`src/rtl/cw305_bridge_pkg.sv`:
```
// Shared types and constants for the burst address counter.
// Latency: n/a (declarations only).
// Backpressure: n/a.
package cw305_bridge_pkg;

    // Burst sequencer states. The binary values are relied on by the
    // legacy-style localparam state constants in burst_addr_counter.
    typedef enum logic [1:0] {
        ST_IDLE = 2'd0,
        ST_RUN  = 2'd1,
        ST_DONE = 2'd2
    } state_e;

    // Byte increment per beat for the default 32-bit data path.
    localparam int unsigned DEFAULT_STEP = 4;

endpackage

```
`src/rtl/burst_addr_counter_if.sv`:
```
// Bundle of control inputs and beat outputs for burst_addr_counter.
// Latency: n/a (wiring only).
// Backpressure: advance is the consumer grant; addr holds while it is low.
//   master: drives load/start/abort/base_addr/burst_len/wrap_mask/advance,
//           observes addr/valid/busy/done/beats_left.
//   slave : the counter itself (opposite directions).
interface burst_addr_counter_if #(
    parameter int ADDR_W = 32,
    parameter int LEN_W  = 16
) ();
    logic              load;
    logic              start;
    logic              abort;
    logic [ADDR_W-1:0] base_addr;
    logic [LEN_W-1:0]  burst_len;
    logic [ADDR_W-1:0] wrap_mask;
    logic              advance;
    logic [ADDR_W-1:0] addr;
    logic              valid;
    logic              busy;
    logic              done;
    logic [LEN_W-1:0]  beats_left;

    modport master (
        output load, start, abort, base_addr, burst_len, wrap_mask, advance,
        input  addr, valid, busy, done, beats_left
    );

    modport slave (
        input  load, start, abort, base_addr, burst_len, wrap_mask, advance,
        output addr, valid, busy, done, beats_left
    );
endinterface

```
`src/rtl/step_counter.sv`:
```
// Address register: parallel load or advance by STEP, else hold.
// Latency: new value visible one cycle after load_en/step_en.
// Backpressure: none; holds whenever neither enable is set.
// Ports: clk, rst_n (async active-low), load_en/load_val, step_en,
//        wrap_mask (only used when BURST_WRAP_EN is defined), q.
module step_counter #(
    parameter int          W    = 32,
    parameter int unsigned STEP = 4
) (
    input  logic         clk,
    input  logic         rst_n,
    input  logic         load_en,
    input  logic [W-1:0] load_val,
    input  logic         step_en,
    input  logic [W-1:0] wrap_mask,
    output logic [W-1:0] q
);
    logic [W-1:0] q_q;
    logic [W-1:0] q_d;
    logic [W-1:0] inc;
    logic [W-1:0] next_addr;

    // Plain add; overflow wraps modulo 2^W.
    assign inc = q_q + W'(STEP);

`ifdef BURST_WRAP_EN
    // Bits outside the mask are frozen so the address cycles inside an
    // aligned window.
    assign next_addr = (q_q & ~wrap_mask) | (inc & wrap_mask);
`else
    logic unused_wrap;
    assign unused_wrap = ^wrap_mask;
    assign next_addr   = inc;
`endif

    always_comb begin
        q_d = q_q;
        if (load_en) begin
            q_d = load_val;
        end else if (step_en) begin
            q_d = next_addr;
        end
    end

    always_ff @(posedge clk or negedge rst_n) begin
        if (!rst_n) begin
            q_q <= '0;
        end else begin
            q_q <= q_d;
        end
    end

    assign q = q_q;
endmodule

```
`src/rtl/burst_addr_counter.sv`:
```
// Burst address generator: issues burst_len beat addresses from base_addr.
// Latency: valid one cycle after start; N beats with advance high -> done at cycle N+1.
// Backpressure: addr/beats_left hold while advance is low; abort drops the burst.
// Ports: clk, rst_n (async active-low), bus (burst_addr_counter_if.slave).
// Optional: define BURST_WRAP_EN to wrap addresses inside the wrap_mask window.
module burst_addr_counter
    import cw305_bridge_pkg::*;
#(
    parameter int          ADDR_W = 32,
    parameter int          LEN_W  = 16,
    parameter int unsigned STEP   = DEFAULT_STEP
) (
    input  logic               clk,
    input  logic               rst_n,
    burst_addr_counter_if.slave bus
);
    localparam logic [1:0] S_IDLE = ST_IDLE;
    localparam logic [1:0] S_RUN  = ST_RUN;
    localparam logic [1:0] S_DONE = ST_DONE;

    logic [1:0]       state_q, state_d;
    logic [LEN_W-1:0] beats_left_q, beats_left_d;
    logic             addr_load;
    logic             addr_step;

    always_comb begin
        state_d      = state_q;
        beats_left_d = beats_left_q;
        addr_load    = 1'b0;
        addr_step    = 1'b0;
        case (state_q)
            S_IDLE: begin
                if (bus.start) begin
                    // A zero-length burst skips RUN so valid never rises.
                    if (bus.burst_len != '0) begin
                        state_d      = S_RUN;
                        beats_left_d = bus.burst_len;
                        addr_load    = 1'b1;
                    end else begin
                        state_d = S_DONE;
                    end
                end else if (bus.load) begin
                    addr_load = 1'b1;
                end
            end
            S_RUN: begin
                // abort outranks advance: the current beat is not taken.
                if (bus.abort) begin
                    state_d      = S_IDLE;
                    beats_left_d = '0;
                end else if (bus.advance) begin
                    addr_step    = 1'b1;
                    beats_left_d = beats_left_q - LEN_W'(1);
                    if (beats_left_q == LEN_W'(1)) begin
                        state_d = S_DONE;
                    end
                end
            end
            S_DONE: begin
                state_d = S_IDLE;
                if (bus.abort) begin
                    beats_left_d = '0;
                end
            end
            default: begin
                state_d = S_IDLE;
            end
        endcase
    end

    always_ff @(posedge clk or negedge rst_n) begin
        if (!rst_n) begin
            state_q      <= S_IDLE;
            beats_left_q <= '0;
        end else begin
            state_q      <= state_d;
            beats_left_q <= beats_left_d;
        end
    end

    step_counter #(
        .W    (ADDR_W),
        .STEP (STEP)
    ) u_addr (
        .clk       (clk),
        .rst_n     (rst_n),
        .load_en   (addr_load),
        .load_val  (bus.base_addr),
        .step_en   (addr_step),
        .wrap_mask (bus.wrap_mask),
        .q         (bus.addr)
    );

    assign bus.valid      = (state_q == S_RUN);
    assign bus.busy       = (state_q != S_IDLE);
    assign bus.done       = (state_q == S_DONE);
    assign bus.beats_left = beats_left_q;
endmodule

```
`src/flat_wrapper.sv`:
```
// flat-port wrapper written by rule: the top's interface ports become plain ports
module burst_addr_counter_flat import cw305_bridge_pkg::*;
#(
    parameter int          ADDR_W = 32,
    parameter int          LEN_W  = 16,
    parameter int unsigned STEP   = DEFAULT_STEP
)
  (clk, rst_n, bus_load, bus_start, bus_abort, bus_base_addr, bus_burst_len, bus_wrap_mask, bus_advance, bus_addr, bus_valid, bus_busy, bus_done, bus_beats_left);
  burst_addr_counter_if #(.ADDR_W(ADDR_W), .LEN_W(LEN_W)) bus_i ();
  input  logic clk;
  input  logic rst_n;
  input wire logic [$bits(bus_i.load)-1:0] bus_load;
  input wire logic [$bits(bus_i.start)-1:0] bus_start;
  input wire logic [$bits(bus_i.abort)-1:0] bus_abort;
  input wire logic [$bits(bus_i.base_addr)-1:0] bus_base_addr;
  input wire logic [$bits(bus_i.burst_len)-1:0] bus_burst_len;
  input wire logic [$bits(bus_i.wrap_mask)-1:0] bus_wrap_mask;
  input wire logic [$bits(bus_i.advance)-1:0] bus_advance;
  output wire logic [$bits(bus_i.addr)-1:0] bus_addr;
  output wire logic [$bits(bus_i.valid)-1:0] bus_valid;
  output wire logic [$bits(bus_i.busy)-1:0] bus_busy;
  output wire logic [$bits(bus_i.done)-1:0] bus_done;
  output wire logic [$bits(bus_i.beats_left)-1:0] bus_beats_left;
  assign bus_i.load = bus_load;
  assign bus_i.start = bus_start;
  assign bus_i.abort = bus_abort;
  assign bus_i.base_addr = bus_base_addr;
  assign bus_i.burst_len = bus_burst_len;
  assign bus_i.wrap_mask = bus_wrap_mask;
  assign bus_i.advance = bus_advance;
  assign bus_addr = bus_i.addr;
  assign bus_valid = bus_i.valid;
  assign bus_busy = bus_i.busy;
  assign bus_done = bus_i.done;
  assign bus_beats_left = bus_i.beats_left;
  burst_addr_counter #(.ADDR_W(ADDR_W), .LEN_W(LEN_W), .STEP(STEP)) u_core (.clk(clk), .rst_n(rst_n), .bus(bus_i));
endmodule
```
`config.mk`:
```
export PLATFORM = sky130hd
export DESIGN_NAME = burst_addr_counter_flat
export DESIGN_NICKNAME = d
export VERILOG_FILES = /design/src/rtl/cw305_bridge_pkg.sv /design/src/rtl/burst_addr_counter_if.sv /design/src/rtl/step_counter.sv /design/src/rtl/burst_addr_counter.sv /design/src/flat_wrapper.sv
export SDC_FILE = /design/constraint.sdc
export NUM_CORES = 1
export LEC_CHECK = 0
export BUFFER_PORTS_ARGS = -buffer_cell sky130_fd_sc_hd__buf_2
export CORE_MARGIN = 2
export CORE_UTILIZATION = 40
export DETAILED_ROUTE_END_ITERATION = 8
export PLACE_DENSITY_LB_ADDON = 0.05
export SLEW_MARGIN = 20
export SYNTH_ARGS = -nofsm -noshare
export SYNTH_HDL_FRONTEND = slang
export SYNTH_SLANG_ARGS = --single-unit
export TNS_END_PERCENT = 10
```
`constraint.sdc`:
```
create_clock -name clk -period 5.1 [get_ports clk]
set_input_delay 0.255 -clock clk [delete_from_list [all_inputs] [get_ports clk]]
set_output_delay 0.255 -clock clk [all_outputs]
set_load 0.05 [all_outputs]
```
---- Word-level counts from Yosys, hierarchy flattened ----
Cells that the tools add are included.
Widths: inputs -> output; s select.
storage, ports and cells
  bits in registers ....................... 50
  bits of input ports ..................... 86
cells by class
  reductions and logical operators ........ 7
  equality and inequality tests ........... 8
  $add $sub $neg .......................... 2
  multiplexer cells ....................... 21
operators with widths
  operator               count
  $mux 16                5
  $mux 32                2
  $pmux 16 s3            1
  $add 32x3->32 const B  1
  $eq 16x1->1 const B    1
  $reduce_bool 16->1     1
  $sub 16x1->16 const B  1
  $mux 2                 5
  $mux 1                 7
  $reduce_and 5->1       1
  $ne 2x2->1 const B     2
  $pmux 2 s2             1
  $reduce_bool 2->1      2
  $ne 3x2->1 const B     1
  $ne 3x3->1 const B     1
  $reduce_and 3->1       1
  $reduce_bool 3->1      1
  $eq 2x1->1 const B     1
  $eq 2x2->1 const B     1
  $logic_not 2->1        1
  $ne 2x1->1 const B     1

---- Logic depth before layout (Yosys ltp) ----
Gate-level depths: netlist of the first run.
  depth after elaboration ................. 5
  gate-level depth with buffers ........... 8
  depth with buffers taken out ............ 7

---- By module ----
A second synthesis of the first run with hierarchy kept.
second synthesis, totals
  cells, all modules ...................... 356
  area, all modules ....................... 3,114.2 µm²
by module, submodules not included
  module              times used  cells an instance  area an instance (µm²)
  step_counter        1           200                1,820.5
  burst_addr_counter  1           156                1,293.7

---- Least setup slack after synthesis of the first run ----
Ideal clock, no wire load.
  kind .................................... register -> register
  from .................................... reg u_core.state_q[1]
  to ...................................... reg u_core.u_addr.q_q[22], in the netlist u_core.u_addr.q[22]
  cell stages (with the launch flop) ...... 8
  period minus slack after synthesis ...... 2.463 ns
  data required time ...................... 4.972 ns
  path slack .............................. 2.637 ns
  arrival time ............................ 2.335 ns
  buffers on the path ..................... 0
  path through ............................ dfrtp_1 > inv_1 > ha_1 > nand4b_1 > or3_4 > nor4_2 > xor2_1 > mux2_1
on the way
  longest elaborated chain between the ends .. 3
ends and longest elaborated chain
  item                         RTL line                  RTL
  start: declaration           burst_addr_counter.sv:21  logic [1:0] state_q, state_d;
  start signal: assignment     burst_addr_counter.sv:76  state_q <= state_d;
  $eq 2x1->1                   n/a
  net bus_valid                flat_wrapper.sv:20        output wire logic [$bits(bus_i.valid)-1:0] bus_valid;
  $mux 1                       burst_addr_counter.sv:31  case (state_q)
  $reduce_bool 2->1 (no line)  n/a
  end signal: assignment       step_counter.sv:49        q_q <= q_d;
  end: declaration             step_counter.sv:18        logic [W-1:0] q_q;
The timed path passes the listed nets, and every way through them passes these cells.
A chain may end at the register's enable or synchronous reset.

---- Worst setup path after layout of the first run ----
  from .................................... reg u_core.state_q[0]
  to ...................................... reg u_core.u_addr.q_q[22], in the netlist u_core.u_addr.q[22]
on the way
  longest elaborated chain between the ends .. 3
ends and longest elaborated chain
  item                                                           RTL line
  $eq 2x1->1 / $logic_not 2->1 (equally long branches)           burst_addr_counter.sv:31
  $mux 1                                                         burst_addr_counter.sv:31
  $reduce_bool 2->1 (no line) / $mux 32 (equally long branches)  n/a
Parallel ways exist; a longest one is shown, timed or not.

==> results.md, run 1 <==
- The share of the cycle needed by the critical path after routing is 0.4854.
- The tightest min-delay check is of the in -> async type.
- The number of iterations in the first detailed-routing pass is 4.
- At the later pin of the worst-skew pair, clock insertion delay measures 0.30 ns.
- Counting I/O delays and the setup requirement, the final critical path takes 2.476 ns.
- The congestion estimate from routability-driven global placement came to 0.8838.
- The largest family of logic cells by synthesized area is simple AND/OR/NAND/NOR gates.
- The H-tree generated during clock tree synthesis spans 2 levels.
- The clock buffer count from CTS is 5.
- The final HPWL from detailed placement is 6065 um.
- The share of power burned in combinational logic is 0.598.
- The remaining global-route overflow is 0.
- The synthesized flop and latch total is 50.
- The mapped netlist covers between 3000 and 4000 um^2.
- The critical path starts at u_core.state_q[0].
- For this run, the leading register cell type out of synthesis is sky130_fd_sc_hd__dfrtp_1.
- The initial antenna violation count is 0.
- The share of synthesized area in the top cell type comes to 0.4136.
- Compared with the post-synthesis result, the final layout area differs by 24.36%.
- The first global-routing pass estimated about 14000 um of wire.
- Yosys printed 0 warnings.
- For the final database, setup skew stands at roughly 0.0074 ns.
- The share of the synthesized netlist area taken by xor and xnor gates is 0.08395.
- In this run the standard cell core region covers 7292 um^2.
- The total vias in the final route is 2878.
- The clock tree from TritonCTS is yes.
- The root buffer cell is sky130_fd_sc_hd__clkbuf_8.
- After synthesis, the share of flip-flops with an asynchronous set or reset is 1.000.
- The standard-cell row count is 31.
- The share of the Yosys chip area taken by registers is 0.4136.
- The biggest cell delay along the critical path is just under 0.8 ns.
- The most numerous cell in the Yosys netlist is sky130_fd_sc_hd__dfrtp_1.
- Ranked by total cell area, the synthesized netlist is headed by sky130_fd_sc_hd__dfrtp_1 41%, sky130_fd_sc_hd__o21ai_0 7.3%, sky130_fd_sc_hd__nand2_1 5.5%.
- The number of gates on the worst path with buffers counted is 6.
- Dividing the synthesized area by the synthesized cell count gives just under 9 um^2.
- On the critical path the largest part of the delay comes from compound AO/OA/AOI/OAI gates.
- The compound-cell area share of the yosys netlist is 0.1741.
- In this run, synthesis inferred 0 flip-flops with an integrated enable.
- The count of buffers added on input and output ports is about 100.
- STA classifies the critical path startpoint as a flip-flop.
- For this design the total switching power over the nets is 1.587 mW.
- The die extent in y is 90.97 um.
- The data arrival time of the critical path is 2.66 ns.
- The worst flop-to-flop path endpoint is u_core.u_addr.q[22].
- The share of power burned in registers is 0.298.
- Of all cell types, the one taking the most synthesized area is sky130_fd_sc_hd__dfrtp_1.
- The slowest cell on the critical path is sky130_fd_sc_hd__a21oi_4.
- The register-to-register setup slack is 2.62 ns.
- The beginning of the worst register-to-register path is u_core.state_q[0].
- The number of buffers and inverters on the critical path is 2.
- The width of the chip is 90.97 um.
- STA classifies the critical path endpoint as a flip-flop.
- Synthesis produced a netlist with a net count of 436.
- Counting instances in the post-synthesis netlist gives the leading cell types as 50 x sky130_fd_sc_hd__dfrtp_1, 44 x sky130_fd_sc_hd__nand2_1, 44 x sky130_fd_sc_hd__o21ai_0, 24 x sky130_fd_sc_hd__nor2_1, 15 x sky130_fd_sc_hd__xor2_1.
- The multiplexer fraction of the synthesized cell area is 0.01820.
- The via count of the first global-routing pass is between 2000 and 3000.
- The signal on the critical path passes through inv_1 -> ha_1 -> o21ai_0 -> a21oi_4 -> buf_4 -> mux2_1.
- The average routed wire per standard cell is roughly 15 um.
- The most critical setup path has its endpoint at u_core.u_addr.q[22].
- Entering global routing, the biggest net connects 51 pins.
- In the routed design, unresolved DRC markers number 0.
- The routed design has between 8000 and 9000 um of wire.
- After synthesis, the netlist uses 48 different library cells.
- Counting along the longest clock path gives a buffer depth of 2.
- Across every metal layer, demand over resource in global routing totals 0.2042.
- The number of failing hold endpoints at the final stage came to 0.
- The clock transition at the register clock pins on the worst setup and hold paths after CTS is 0.09 ns.
- Counting every sink on the clock net gives 50.
- The overall power is 2.776 mW.
- The max-capacitance violation count is 0.
- In this run the static leakage power is 1.685 nW.
- The number of nets in the layout is 537.
- Of the total synthesized cell area, the portion taken by full adders, half adders and majority gates is 0.02895.
- The violation count after the first detailed-route iteration is about 220.
- The total die area is 8276 um^2.
- The flow ran to the end, and the final reports show no timing, DRC or antenna violations.
- Based on the critical path, the design can be clocked at up to 403.9 MHz.
- The residual antenna-violating net count after detailed routing is 0.
- Of the cells placed in the final design, the portion with a size suffix greater than 1 is 0.2905.
- In this run, post-CTS hold repair placed 0 buffers.
- The number of instances in the synthesized netlist is 343.
- The number of gates resized after CTS was 0.
- For the worst setup path, the data required time is 5.29 ns.
- The worst-case reg-to-reg path depth is 6.
- The highest net fanout along the worst path is between 40 and 50.
- The fraction of power spent switching nets is 0.5716.
- The number of slew-limit violations in the final report is 0.
- The setup total negative slack is 0 ns.
- For this configuration, the core starts out at a cell density of 0.4149.
- The repair_antennas step left the layout with diodes totalling 0.
- Of the total synthesized cell area, the portion taken by AND, OR, NAND and NOR gates is 0.2560.
- Setup violations remaining at the end of the flow were counted as 0.
- The ratio of routed vias to standard cells is roughly 5.3.
- 137 I/O pins were placed.
- The critical path is of the reg -> reg type.
- After clock tree synthesis, the setup repair step added 0 buffers.
- Setup repair after global routing left no endpoint under its margin.
- The worst slew margin relative to its limit is 0.3552.
- IR analysis of the VDD net gives a maximum drop of 0.3471 mV.
- The slew at the pin closest to its max-slew limit is 0.9651 ns.
- The cell area power density is between 700 and 800 nW/um^2.
- Cell internal power was estimated by the tool at roughly 1.2 mW.
- The proportion of power drawn by the clock network is 0.104.
[per-layer routing]
layer  wire length [um]  GRT usage
met3                428    0.04315
met2               3579     0.2932
met1               4175     0.3140
met4                 31    0.04545
met5                  0          0
[final cells by class]
cell class | instances | area [um^2]
multi-input combinational | 273 | 1709
inverter | 8 | 30.03
tap | 99 | 123.9
fill | 736 | 3530
clock buffer | 6 | 82.58
sequential | 50 | 1251
timing repair buffer | 106 | 535.5
clock inverter | 1 | 30.03
[registers in the layout, indices dropped and copies added (netlist names)]
| signal | flops |
|---|---|
| u_core.u_addr.q | 32 |
| u_core.state_q | 2 |
| u_core.bus.beats_left | 16 |
[how the worst min path moves through the flow]
stage               start                   endpoint  slack (ns)  cells after the start
floorplan           rst_n   u_core.bus.beats_left[0]       -0.04                      0
global placement    rst_n   u_core.bus.beats_left[8]        0.41                      2
detailed placement  rst_n   u_core.bus.beats_left[8]        0.42                      2
CTS                 rst_n   u_core.bus.beats_left[8]        0.09                      2
global route        rst_n   u_core.bus.beats_left[8]        0.11                      2
finish              rst_n  u_core.bus.beats_left[10]        0.05                      2
[cell families after synthesis]
logic type | count (synthesis)
xor+xnor | 29
simple gates | 142
flops | 50
mux | 5
compound gates | 90
fa+ha+maj | 7
buf+inv | 20
[cell usage in the layout, fill, tap and decap left out, types with 5 or more instances in the layout]
| cell type | netlist | final |
|---|---|---|
| sky130_fd_sc_hd__a22oi_1 | 8 | 8 |
| sky130_fd_sc_hd__xnor2_1 | 14 | 14 |
| sky130_fd_sc_hd__nor3_1 | 10 | 10 |
| sky130_fd_sc_hd__buf_2 | 1 | 104 |
| sky130_fd_sc_hd__a21oi_1 | 11 | 10 |
| sky130_fd_sc_hd__inv_1 | 8 | 8 |
| sky130_fd_sc_hd__nor2b_1 | 7 | 7 |
| sky130_fd_sc_hd__dfrtp_1 | 50 | 50 |
| sky130_fd_sc_hd__nor2_1 | 24 | 24 |
| sky130_fd_sc_hd__xor2_1 | 15 | 15 |
| sky130_fd_sc_hd__nand3_1 | 11 | 11 |
| sky130_fd_sc_hd__o21ai_0 | 44 | 44 |
| sky130_fd_sc_hd__clkbuf_8 | 0 | 6 |
| sky130_fd_sc_hd__nor4_1 | 6 | 6 |
| sky130_fd_sc_hd__ha_1 | 7 | 7 |
| sky130_fd_sc_hd__nand2_1 | 44 | 44 |
| sky130_fd_sc_hd__o21ai_1 | 8 | 8 |
| sky130_fd_sc_hd__and3_1 | 5 | 5 |
| sky130_fd_sc_hd__nand4_1 | 7 | 7 |
[stage by stage]
step	area [um^2]	setup WS (ns)	hold slack (ns)	util	instances
2_1_floorplan	3025	2.637	-0.04059	-	343
3_3_place_gp	3650	2.644	0.4128	0.5005	536
3_5_place_dp	3650	2.597	0.4203	0.5005	536
4_1_cts	3762	2.587	0.08685	0.5160	543
5_1_grt	3762	2.372	0.1094	0.5160	543
6_report	3762	2.624	0.05326	0.5160	543
[worst reg2reg max path: cells and delay by family (launching register included)]
kind            cells  cell delay [ns]
compound gates      2             0.93
fa+ha+maj           1             0.21
buf+inv             2             0.47
mux                 1             0.35
flops               1             0.41
[power by group through the flow]
| stage | Sequential (mW) | Clock (mW) | Combinational [mW] |
|---|---|---|---|
| 2_1_floorplan | 1.40 | 0 | 0.682 |
| 3_3_place_gp | 0.824 | 0 | 1.66 |
| 3_5_place_dp | 0.831 | 0 | 1.67 |
| 4_1_cts | 0.823 | 0.301 | 1.67 |
| 5_1_grt | 0.864 | 0.323 | 1.80 |
| 6_report | 0.826 | 0.289 | 1.66 |
No activity file was read; power rests on OpenSTA's default activity.
==> run 2, diff against run 1 <==
==> constraint.sdc (replaced) <==
create_clock -name clk -period 2.5 [get_ports clk]
set_input_delay 0.125 -clock clk [delete_from_list [all_inputs] [get_ports clk]]
set_output_delay 0.125 -clock clk [all_outputs]
set_load 0.05 [all_outputs]
==> results.md, run 2 (synthesis gave the netlist of run 1 again) <==
- The worst-case reg-to-reg path depth is 8 (+2).
- Leaving out fill and tap cells, the most frequent cells in the layout are 104 x sky130_fd_sc_hd__buf_2, 50 x sky130_fd_sc_hd__dfrtp_1, 44 x sky130_fd_sc_hd__o21ai_0, 44 x sky130_fd_sc_hd__nand2_1, 24 x sky130_fd_sc_hd__nor2_1.
- TritonCTS built the clock tree.
- In this run the critical register-to-register path is launched from u_core.state_q[1].
- The width of the chip is 90.97 um (unchanged).
- The register-to-register setup slack came to 0.35 ns (-2.27 ns).
- The final routed DRC violation total is 0 (unchanged).
- The share of post-route cells with drive strength above 1 is 0.3055 (+0.01495).
- The global-route wire length before repair is 13740 um (-0.46%).
- The static leakage came to 1.742 nW (+3.4%).
- The highest net fanout along the worst path is 5 (-88%).
- The slew at the pin closest to its max-slew limit is 0.6798 ns (-0.2853 ns).
- The critical path class is reg -> reg.
- The hold-critical path depth is 3.
- The maximum achievable frequency is 466.0 MHz (+15%).
- The max-capacitance violation count is 0 (unchanged).
- The routability congestion estimate is 0.8744 (-1.1%).
- The overall power is 5.766 mW (+110%).
- The number of antenna repair diodes was 0 (unchanged).
- The top-level I/O count came to 137 (unchanged).
- The remaining global-route overflow is 0 (unchanged).
- The number of slew-limit violations in the final report is 0 (unchanged).
- The share of the cycle needed by the critical path after routing is 0.8583 (+0.3729).
- The setup skew after layout was 0.01392 ns (+0.006553 ns).
- The average routed wire per standard cell is 14.83 um (-1.9%).
- The post-CTS repair timing setup buffer count is 0 (unchanged).
- Setup repair after global routing left no endpoint under its margin.
- The maximum ir drop on the vdd rail is 0.5781 mV (+67%).
- The final HPWL from detailed placement was 6300 um (+3.9%).
- The wire length the detailed router placed on met1 is 4044 um (-3.1%).
- The post-cts hold buffer count was 1 (+1).
- The tree is rooted in a sky130_fd_sc_hd__clkbuf_8.
- The placeable core region is 7292 um^2 (unchanged).
- The depth of the CTS H-tree is 2 (unchanged).
- The area growth from synthesis to layout is 27.58%.
- The setup total negative slack came to 0 ns (unchanged).
- The number of nets in the layout is 548 (+2.0%).
- The clock latency at the later pin of the worst-skew pair is 0.31 ns (about the same).
- The die extent in y is 90.97 um (unchanged).
- The number of endpoints failing setup at the final stage was 0 (unchanged).
- The data arrival time of the critical path came to 2.37 ns (-0.29 ns).
- The required time reported for the critical path endpoint is 2.72 ns (-2.57 ns).
- The cell area power density is 1494 nW/um^2 (+100%).
- The total vias in the final route came to 2947 (+2.4%).
- The total die area is 8276 um^2 (unchanged).
- The path category of the worst min-delay check is in -> reg.
- The post-layout minimum cycle time was 2.146 ns (-0.3297 ns).
- The detailed route wirelength on metal3 is 599 um (+40%).
- The via count of the first global-routing pass is 2739 (+1.5%).
- The number of failing hold endpoints at the final stage came to 0 (unchanged).
- The startpoint type of the worst setup path is a flip-flop.
- The library cell used most frequently in the layout, excluding fill and tap cells, is sky130_fd_sc_hd__buf_2.
- The clock transition at the register clock pins on the worst setup and hold paths after CTS came to 0.09 ns (about the same).
- The number of iterations in the first detailed-routing pass is 4 (unchanged).
- The worst slew margin relative to its limit is 0.5430 (+0.1878).
- The cell area after placement was 3737 um^2 (+2.4%).
- The count of instances resized after the clock tree is built came to 0 (unchanged).
- The path with the worst hold slack has its endpoint at u_core.u_addr.q[29].
- In this run the top signal layer used is met4.
- The post-route standard cell area excluding fillers is 3860 um^2 (+2.6%).
- The type of destination of the critical path is a flip-flop.
- The ratio of routed vias to standard cells was 5.319 (+0.36%).
- The sum of routed wire length over all layers is 8218 um (about the same).
- The total number of clock tree sinks was 50 (unchanged).
- The buffer depth of the longest clock path is 2 (unchanged).
- The initial antenna violation count is 0 (unchanged).
- The residual antenna-violating net count after detailed routing is 0 (unchanged).
- The total length of routed met2 wires is 3459 um (-3.4%).
- The worst register-to-register path ends at u_core.u_addr.q[30].
- The initial core utilization is 0.4149 (unchanged).
- The overall track demand over capacity in global routing was 0.2037 (-0.0005296).
- The beginning of the worst hold path is bus_base_addr[29].
- The violation count after the first detailed-route iteration is 179 (-18%).
- The standard-cell row count came to 31 (unchanged).
- The clock buffer count from CTS is 5 (unchanged).
- The smallest setup slack after layout is 0.3541 ns (-2.270 ns).
- The worst setup timing slack at the placement stage was 0.3722 ns (-2.224 ns).
- The count of port buffers added during placement is 104 (unchanged).
- The run finished with clean final reports.
- The flip-flop count of the largest register, all copies and words added is 32 (unchanged).
- The maximum number of pins on one net before global-route repair is 40 (-22%).
## run 2: cell count changes in the layout (fill, tap and decap cells not counted)
cell                            before  now
sky130_fd_sc_hd__buf_4               2   11
sky130_fd_sc_hd__buf_12              0    1
sky130_fd_sc_hd__dlygate4sd3_1       0    1
## run 2: how the worst max path moves through the flow
| stage | from | end | slack (ns) | cells past startpoint |
|---|---|---|---|---|
| final | u_core.state_q[1] | u_core.u_addr.q[30] | 0.35 | 8 |
| after global routing | u_core.state_q[1] | u_core.u_addr.q[30] | 0.14 | 8 |
| after CTS | u_core.state_q[1] | u_core.u_addr.q[30] | 0.35 | 8 |
| after detailed placement | u_core.state_q[1] | u_core.u_addr.q[30] | 0.37 | 8 |
| after global placement | u_core.state_q[1] | u_core.u_addr.q[22] | 0.42 | 7 |
| after floorplan | u_core.state_q[1] | u_core.u_addr.q[22] | 0.04 | 7 |
## run 2: layout make-up
cell class                 count  area (um^2)
clock buffer                   6        82.58
clock inverter                 1        30.03
fill                         749         3432
inverter                       8        30.03
multi-input combinational    273         1709
sequential                    50         1251
tap                           99        123.9
timing repair buffer         117        633.1
## run 2: per-stage QoR
stage / hold WS (ns) / utilization / std cells
2_1_floorplan: -0.1706 / - / 343
3_3_place_gp: 0.02928 / 0.5125 / 546
3_5_place_dp: 0.02525 / 0.5125 / 546
4_1_cts: 0.009762 / 0.5293 / 554
5_1_grt: 0.02017 / 0.5293 / 554
6_report: 0.01786 / 0.5293 / 554
## run 2: worst max-delay path: stages (launching register included)
cell and delay, ns:
sky130_fd_sc_hd__dfrtp_1 0.40, sky130_fd_sc_hd__inv_1 0.10, sky130_fd_sc_hd__ha_1 0.24, sky130_fd_sc_hd__nand4b_1 0.18, sky130_fd_sc_hd__buf_4 0.19, sky130_fd_sc_hd__nor3_1 0.44
sky130_fd_sc_hd__nand4_1 0.18, sky130_fd_sc_hd__xor2_1 0.18, sky130_fd_sc_hd__o21ai_0 0.15
## run 2: metal layers
| layer | global-route usage | vias to the layer above |
|---|---|---|
| met5 | 0 | - |
| met4 | 0.04545 | 0 |
| met3 | 0.04564 | 12 |
| met2 | 0.2932 | 105 |
| met1 | 0.3108 | 1371 |
| li1 | - | 1459 |
## run 2: power breakdown
part | switching, mW | internal, mW | total (mW)
Sequential | 0.502 | 1.19 | 1.69
Clock | 0.270 | 0.321 | 0.591
Combinational | 2.48 | 1.00 | 3.48
Total | 3.25 | 2.51 | 5.77
